$ cat config.mk
export PLATFORM = sky130hd
export DESIGN_NAME = pipe_ctrl_flat
export DESIGN_NICKNAME = d
export VERILOG_FILES = /design/src/rtl/pipe_ctrl_pkg.sv /design/src/rtl/pipe_ctrl_if.sv /design/src/rtl/pipe_ctrl_mc_counter.sv /design/src/rtl/pipe_ctrl.sv /design/src/flat_wrapper.sv
export SDC_FILE = /design/constraint.sdc
export NUM_CORES = 1
export LEC_CHECK = 0
export BUFFER_PORTS_ARGS = -buffer_cell sky130_fd_sc_hd__buf_4
export CORE_ASPECT_RATIO = 2
export CORE_MARGIN = 4
export CORE_UTILIZATION = 50
export DETAILED_ROUTE_END_ITERATION = 7
export PLACE_DENSITY = 0.79
export SLEW_MARGIN = 10
export SYNTH_ARGS = -nofsm -noshare
export SYNTH_HDL_FRONTEND = slang
export SYNTH_HIERARCHICAL = 1
export SYNTH_SLANG_ARGS = --single-unit
$ cat constraint.sdc
create_clock -name clk -period 2.5 [get_ports clk]
set_input_delay 0.125 -clock clk [delete_from_list [all_inputs] [get_ports clk]]
set_output_delay 0.125 -clock clk [all_outputs]
set_load 0.01 [all_outputs]
$ cat src/rtl/pipe_ctrl_pkg.sv
// rtl/pipe_ctrl_pkg.sv - shared types, stall encodings and stall priority function for pipe_ctrl
package pipe_ctrl_pkg;

    typedef enum logic [1:0] {
        ST_IDLE    = 2'd0,
        ST_MC_BUSY = 2'd1,
        ST_FLUSH   = 2'd2
    } state_t;

    // Bit order: [0]pc [1]if/if_id [2]id/id_ex [3]ex/ex_mem [4]mem/mem_wb [5]wb
    typedef logic [5:0] stall_t;

    localparam stall_t STALL_NONE = 6'b000000;
    localparam stall_t STALL_ID   = 6'b000111;
    localparam stall_t STALL_EX   = 6'b001111;

    localparam int STALL_IF_BIT = 1;

    // Flush outranks every stall source so a redirect is never held back.
    function automatic stall_t stall_encode(input state_t st,
                                            input logic   flush_req,
                                            input logic   req_ex,
                                            input logic   req_id);
        if (st == ST_FLUSH || flush_req)
            return STALL_NONE;
        if (st == ST_MC_BUSY || req_ex)
            return STALL_EX;
        if (req_id)
            return STALL_ID;
        return STALL_NONE;
    endfunction

endpackage

$ cat src/rtl/pipe_ctrl_if.sv
// rtl/pipe_ctrl_if.sv - request/response bundle between the pipeline stages and pipe_ctrl
interface pipe_ctrl_if #(
    parameter int ADDR_W = 32,
    parameter int CNT_W  = 6,
    parameter int PERF_W = 32
) ();

    logic              stallreq_id;
    logic              stallreq_ex;
    logic              ex_mc_start;
    logic [CNT_W-1:0]  ex_mc_cycles;
    logic              flush_req;
    logic [ADDR_W-1:0] flush_pc;

    logic [5:0]        stall;
    logic              flush;
    logic [ADDR_W-1:0] new_pc;
    logic              ex_mc_busy;
    logic              ex_mc_done;
    logic              ex_mc_abort;
    logic [PERF_W-1:0] stall_cycles;

    modport master (
        output stallreq_id, stallreq_ex, ex_mc_start, ex_mc_cycles, flush_req, flush_pc,
        input  stall, flush, new_pc, ex_mc_busy, ex_mc_done, ex_mc_abort, stall_cycles
    );

    modport slave (
        input  stallreq_id, stallreq_ex, ex_mc_start, ex_mc_cycles, flush_req, flush_pc,
        output stall, flush, new_pc, ex_mc_busy, ex_mc_done, ex_mc_abort, stall_cycles
    );

endinterface

$ cat src/rtl/pipe_ctrl_mc_counter.sv
// rtl/pipe_ctrl_mc_counter.sv - load/decrement countdown for multi-cycle EX operations
module pipe_ctrl_mc_counter #(
    parameter int CNT_W = 6
) (
    input  logic             clk,
    input  logic             rst,
    input  logic             load,
    input  logic [CNT_W-1:0] load_val,
    input  logic             dec,
    output logic             zero
);

    logic [CNT_W-1:0] cnt;

    always_ff @(posedge clk) begin
        if (rst)
            cnt <= '0;
        else if (load)
            cnt <= load_val;
        else if (dec && cnt != '0)
            cnt <= cnt - CNT_W'(1);
    end

    assign zero = (cnt == '0);

endmodule

$ cat src/rtl/pipe_ctrl.sv
// rtl/pipe_ctrl.sv - pipeline stall/flush controller with multi-cycle EX sequencing and stall counter
module pipe_ctrl
    import pipe_ctrl_pkg::*;
#(
    parameter int ADDR_W = 32,
    parameter int CNT_W  = 6,
    parameter int PERF_W = 32
) (
    input  logic        clk,
    input  logic        rst,
    pipe_ctrl_if.slave  bus
);

    state_t            state;
    state_t            state_nxt;
    logic              cnt_load;
    logic              cnt_dec;
    logic              cnt_zero;
    logic [CNT_W-1:0]  cnt_load_val;
    logic              latch_pc;
    logic              done_nxt;
    logic              abort_nxt;
    logic              done_q;
    logic              abort_q;
    logic [ADDR_W-1:0] new_pc_q;
    logic [PERF_W-1:0] perf_q;
    stall_t            stall_c;

    // A zero-cycle request still occupies EX for one cycle.
    assign cnt_load_val = (bus.ex_mc_cycles == '0) ? '0 : bus.ex_mc_cycles - CNT_W'(1);

    pipe_ctrl_mc_counter #(.CNT_W(CNT_W)) u_mc_counter (
        .clk      (clk),
        .rst      (rst),
        .load     (cnt_load),
        .load_val (cnt_load_val),
        .dec      (cnt_dec),
        .zero     (cnt_zero)
    );

    always_comb begin
        state_nxt = state;
        cnt_load  = 1'b0;
        cnt_dec   = 1'b0;
        latch_pc  = 1'b0;
        done_nxt  = 1'b0;
        abort_nxt = 1'b0;
        case (state)
            ST_IDLE: begin
                if (bus.flush_req) begin
                    state_nxt = ST_FLUSH;
                    latch_pc  = 1'b1;
                end else if (bus.ex_mc_start) begin
                    state_nxt = ST_MC_BUSY;
                    cnt_load  = 1'b1;
                end
            end
            ST_MC_BUSY: begin
                if (bus.flush_req) begin
                    state_nxt = ST_FLUSH;
                    latch_pc  = 1'b1;
                    abort_nxt = 1'b1;
                end else if (cnt_zero) begin
                    state_nxt = ST_IDLE;
                    done_nxt  = 1'b1;
                end else begin
                    cnt_dec = 1'b1;
                end
            end
            ST_FLUSH: begin
                if (bus.flush_req)
                    latch_pc = 1'b1;
                else
                    state_nxt = ST_IDLE;
            end
            default: state_nxt = ST_IDLE;
        endcase
    end

    assign stall_c = rst ? STALL_NONE
                         : stall_encode(state, bus.flush_req, bus.stallreq_ex, bus.stallreq_id);

    always_ff @(posedge clk) begin
        if (rst) begin
            state    <= ST_IDLE;
            new_pc_q <= '0;
            done_q   <= 1'b0;
            abort_q  <= 1'b0;
            perf_q   <= '0;
        end else begin
            state   <= state_nxt;
            done_q  <= done_nxt;
            abort_q <= abort_nxt;
            if (latch_pc)
                new_pc_q <= bus.flush_pc;
            if (stall_c[STALL_IF_BIT] && perf_q != '1)
                perf_q <= perf_q + PERF_W'(1);
        end
    end

    assign bus.stall        = stall_c;
    assign bus.flush        = (state == ST_FLUSH);
    assign bus.new_pc       = new_pc_q;
    assign bus.ex_mc_busy   = (state == ST_MC_BUSY);
    assign bus.ex_mc_done   = done_q;
    assign bus.ex_mc_abort  = abort_q;
    assign bus.stall_cycles = perf_q;

    // Starting a new multi-cycle op while one is running is a protocol violation upstream.
    a_no_start_while_busy: assert property (@(posedge clk) disable iff (rst)
        !(state == ST_MC_BUSY && bus.ex_mc_start));

endmodule

$ cat src/flat_wrapper.sv
// flat-port wrapper written by rule: the top's interface ports become plain ports
module pipe_ctrl_flat import pipe_ctrl_pkg::*;
#(
    parameter int ADDR_W = 32,
    parameter int CNT_W  = 6,
    parameter int PERF_W = 32
)
  (clk, rst, bus_stallreq_id, bus_stallreq_ex, bus_ex_mc_start, bus_ex_mc_cycles, bus_flush_req, bus_flush_pc, bus_stall, bus_flush, bus_new_pc, bus_ex_mc_busy, bus_ex_mc_done, bus_ex_mc_abort, bus_stall_cycles);
  pipe_ctrl_if #(.ADDR_W(ADDR_W), .CNT_W(CNT_W), .PERF_W(PERF_W)) bus_i ();
  input  logic clk;
  input  logic rst;
  input wire logic [$bits(bus_i.stallreq_id)-1:0] bus_stallreq_id;
  input wire logic [$bits(bus_i.stallreq_ex)-1:0] bus_stallreq_ex;
  input wire logic [$bits(bus_i.ex_mc_start)-1:0] bus_ex_mc_start;
  input wire logic [$bits(bus_i.ex_mc_cycles)-1:0] bus_ex_mc_cycles;
  input wire logic [$bits(bus_i.flush_req)-1:0] bus_flush_req;
  input wire logic [$bits(bus_i.flush_pc)-1:0] bus_flush_pc;
  output wire logic [$bits(bus_i.stall)-1:0] bus_stall;
  output wire logic [$bits(bus_i.flush)-1:0] bus_flush;
  output wire logic [$bits(bus_i.new_pc)-1:0] bus_new_pc;
  output wire logic [$bits(bus_i.ex_mc_busy)-1:0] bus_ex_mc_busy;
  output wire logic [$bits(bus_i.ex_mc_done)-1:0] bus_ex_mc_done;
  output wire logic [$bits(bus_i.ex_mc_abort)-1:0] bus_ex_mc_abort;
  output wire logic [$bits(bus_i.stall_cycles)-1:0] bus_stall_cycles;
  assign bus_i.stallreq_id = bus_stallreq_id;
  assign bus_i.stallreq_ex = bus_stallreq_ex;
  assign bus_i.ex_mc_start = bus_ex_mc_start;
  assign bus_i.ex_mc_cycles = bus_ex_mc_cycles;
  assign bus_i.flush_req = bus_flush_req;
  assign bus_i.flush_pc = bus_flush_pc;
  assign bus_stall = bus_i.stall;
  assign bus_flush = bus_i.flush;
  assign bus_new_pc = bus_i.new_pc;
  assign bus_ex_mc_busy = bus_i.ex_mc_busy;
  assign bus_ex_mc_done = bus_i.ex_mc_done;
  assign bus_ex_mc_abort = bus_i.ex_mc_abort;
  assign bus_stall_cycles = bus_i.stall_cycles;
  pipe_ctrl #(.ADDR_W(ADDR_W), .CNT_W(CNT_W), .PERF_W(PERF_W)) u_core (.clk(clk), .rst(rst), .bus(bus_i));
endmodule
==> metrics.txt <==
# rows 43; CP Max Fanout 7; Worst Path Class, Setup flip-flop to flip-flop; CTS Buf Count 9; Reg clk slew, reported paths ~0.06 ns; Synth Area in Simple Gates 30.1%; peak supply drop between 0.0003 and 0.0004 V; Syn. warnings 6; Vias/cell approximately 5.6; gr usage total between 20 and 25%; worst clock skew approximately 0.0079 ns; Pleak ~0.0019 µW; Initial Utilization around half; largest net degree at the start of global routing 67; max-cap violations 0; area grow syn2layout 35.8%; final hold vios 0; routed wire length between 9 and 10 mm; mux cell area share after synthesis 0.925%; Storage cell area 1480 µm²; flops & latches, synth between 70 and 80; Fmax 425 MHz; slack of the critical path about 0.15 ns; Worst Path Required 2.75 ns; status finished clean; asr flop ratio synth 0%; Final period util between 90% and 100%; nets about 590; Largest stage delay, worst path 0.57 ns; Buf/Inv on CP 0; Critical Path End Type flip-flop; most used cell, CP or3_1; PortBufs 115; main combinational cell family by area after synthesis simple AND/OR/NAND/NOR gates; grt ovf 0; clk_lat worst skew between 0.3 and 0.4 ns; drt drc 0; CTS Sinks between 70 and 80; pre-CTS WS slightly below 0.09 ns; share of layout cells above drive strength 1 roughly 29%; Antenna diodes 0; Netlist cell types 55; crit path time final between 2 and 2.5 ns; CTS tree done; cell family with most CP delay simple AND/OR/NAND/NOR gates; vias 3582; Max clock buf depth 2; DRT antenna net count 0; worst hold path type primary input to flip-flop; I/O Pins 118; Synth Flop Type dfxtp_1; Die H approximately 130 µm; initial antenna violation count 0; area of the core approximately 6900 µm²; CP startpoint kind flip-flop; Synth Instances 432; syn avg cell area around 8.1 µm²; post-route cell area approximately 4800 µm²; Pre-antenna DRT Iters 4; Post-synth EDFFs 0; mapped cell area ~3500 µm²; Die X between 60 and 70 µm; Adder-Cell Fraction of Synth Area 1.78%; H-tree depth 3; pwr/cell area around 600 nW/µm²; first-pass GRT wire length 15.2 mm; chain of cells forming the critical path ha_1, nand4_4, or3_1, or4_4, or3_1, a21oi_1; Setup TNS Final 0 ns; per-cell routed wire length between 15 and 20 µm; Slew Limit Fails 0; RSZ-0062 raised after global routing false; Fill cells 594; Synth Area in Compound Gates 17.8%; Max transition margin between 20% and 30%; GP Congestion between 0.8 and 0.9; leading cell type in the layout, fill and taps excluded buf_4; final setup fails 0; root buffer cell clkbuf_16; vias in the first global route about 3400; CP Data Arrival Time between 2 and 3 ns; Worst path slowest cell or4_4; die area 8520 µm²; DP HPWL roughly 7.0 mm; Cell Area, Placed between 4000 and 5000 µm²; Tightest Pin Transition between 1 and 1.5 ns; most frequent cells in the layout buf_4 (126), nand2_1 (82), dfxtp_1 (74); footprint of the multi-input gates between 1500 and 2000 µm²; DRT iter0 DRCs between 150 and 200; post-synthesis xor/xnor area fraction approximately 1.7%; Seq/Total Area, Yosys a little over two fifths
## synth_stat cells, drive strengths merged (11+ instances only)
cell type / count / share of area, %
inv: 11 / 1.2
nand2: 83 / 8.9
o21ai: 15 / 2.2
dfxtp: 74 / 42
buf: 13 / 2.5
or3: 14 / 2.5
a21oi: 57 / 8.1
nor2: 21 / 2.2
nand4: 13 / 2.7
nor3: 13 / 2.0
nand3: 16 / 2.4
clkbuf: 13 / 1.7
## per-stage QoR
| stage | std cells | utilization, % | hold slack [ns] | total power [µW] |
|---|---|---|---|---|
| after floorplan | 433 | - | 0.190 | 1440 |
| after global placement | 623 | 64.4 | 0.332 | 1570 |
| after detailed placement | 623 | 64.4 | 0.341 | 1580 |
| after CTS | 640 | 69.3 | 0.0285 | 2970 |
| after global routing | 640 | 69.3 | 0.0464 | 3060 |
| final | 640 | 69.3 | 0.0417 | 2940 |
## layer usage
metal / vias up / wire length (µm) / track usage (%) / part of all wire [%]
met5: - / 0 / 0 / 0
met4: 0 / 335 / 13.5 / 3.5
met3: 24 / 672 / 5.49 / 7.0
met2: 139 / 5210 / 41.0 / 54
met1: 1644 / 3390 / 22.8 / 35
li1: 1775 / - / - / -
## path summary, 6_finish.rpt
| path | start | endpoint | slack, ns | cells past startpoint |
|---|---|---|---|---|
| min | bus_flush_pc[30] | u_core/bus.new_pc[30] | 0.04 | 3 |
| min reg2reg | u_core/bus.new_pc[7] | u_core/bus.new_pc[7] | 0.45 | 2 |
| max reg2reg | u_core/bus.stall_cycles[0] | u_core/bus.stall_cycles[22] | 0.15 | 6 |
| max | u_core/bus.stall_cycles[0] | u_core/bus.stall_cycles[22] | 0.15 | 6 |
## where the power goes
part | leakage (µW) | switching [µW] | total, µW | internal, µW
logic | 0.00118 | 156 | 307 | 151
registers | 0.000604 | 28.2 | 1250 | 1220
clock network | 0.000152 | 500 | 1380 | 880
## kinds of logic after synthesis
kind of cell | count (synthesis)
flip-flops | 74
adder cells (fa/ha/maj) | 5
buffers and inverters | 38
other | 1
AO/OA/AOI/OAI | 104
AND/OR/NAND/NOR | 200
multiplexers | 3
XOR/XNOR | 7
## sequential cells by signal, indices dropped and copies added (netlist names)
| signal | cells |
|---|---|
| u_core/u_mc_counter/cnt | 6 |
| u_core/bus.new_pc | 32 |
| u_core/bus.ex_mc_done | 1 |
| u_core/state | 2 |
| u_core/bus.ex_mc_abort | 1 |
| u_core/bus.stall_cycles | 32 |
## what timing repair did
item / in CTS / in global routing
endpoints found under the setup margin: 0 / 2
hold buffers: 1 / 0
gates resized for setup: 0 / 1
hold endpoints to repair: 3 / 0
buffers inserted: 0 / 0
## tightest hold or removal path: cells and delay by family
kind            cells  cell delay (ns)
compound gates      1             0.05
buf+inv             1             0.11
simple gates        1             0.04
## final cells by class
type | count | area share (%)
Timing Repair Buffer | 127 | 20.0
Multi-Input combinational cell | 321 | 38.8
Sequential cell | 74 | 31.0
Clock inverter | 7 | 2.12
Inverter | 12 | 0.943
Clock buffer | 9 | 4.72
Tap cell | 90 | 2.36
Note: power is estimated with default switching activity, not from simulation.
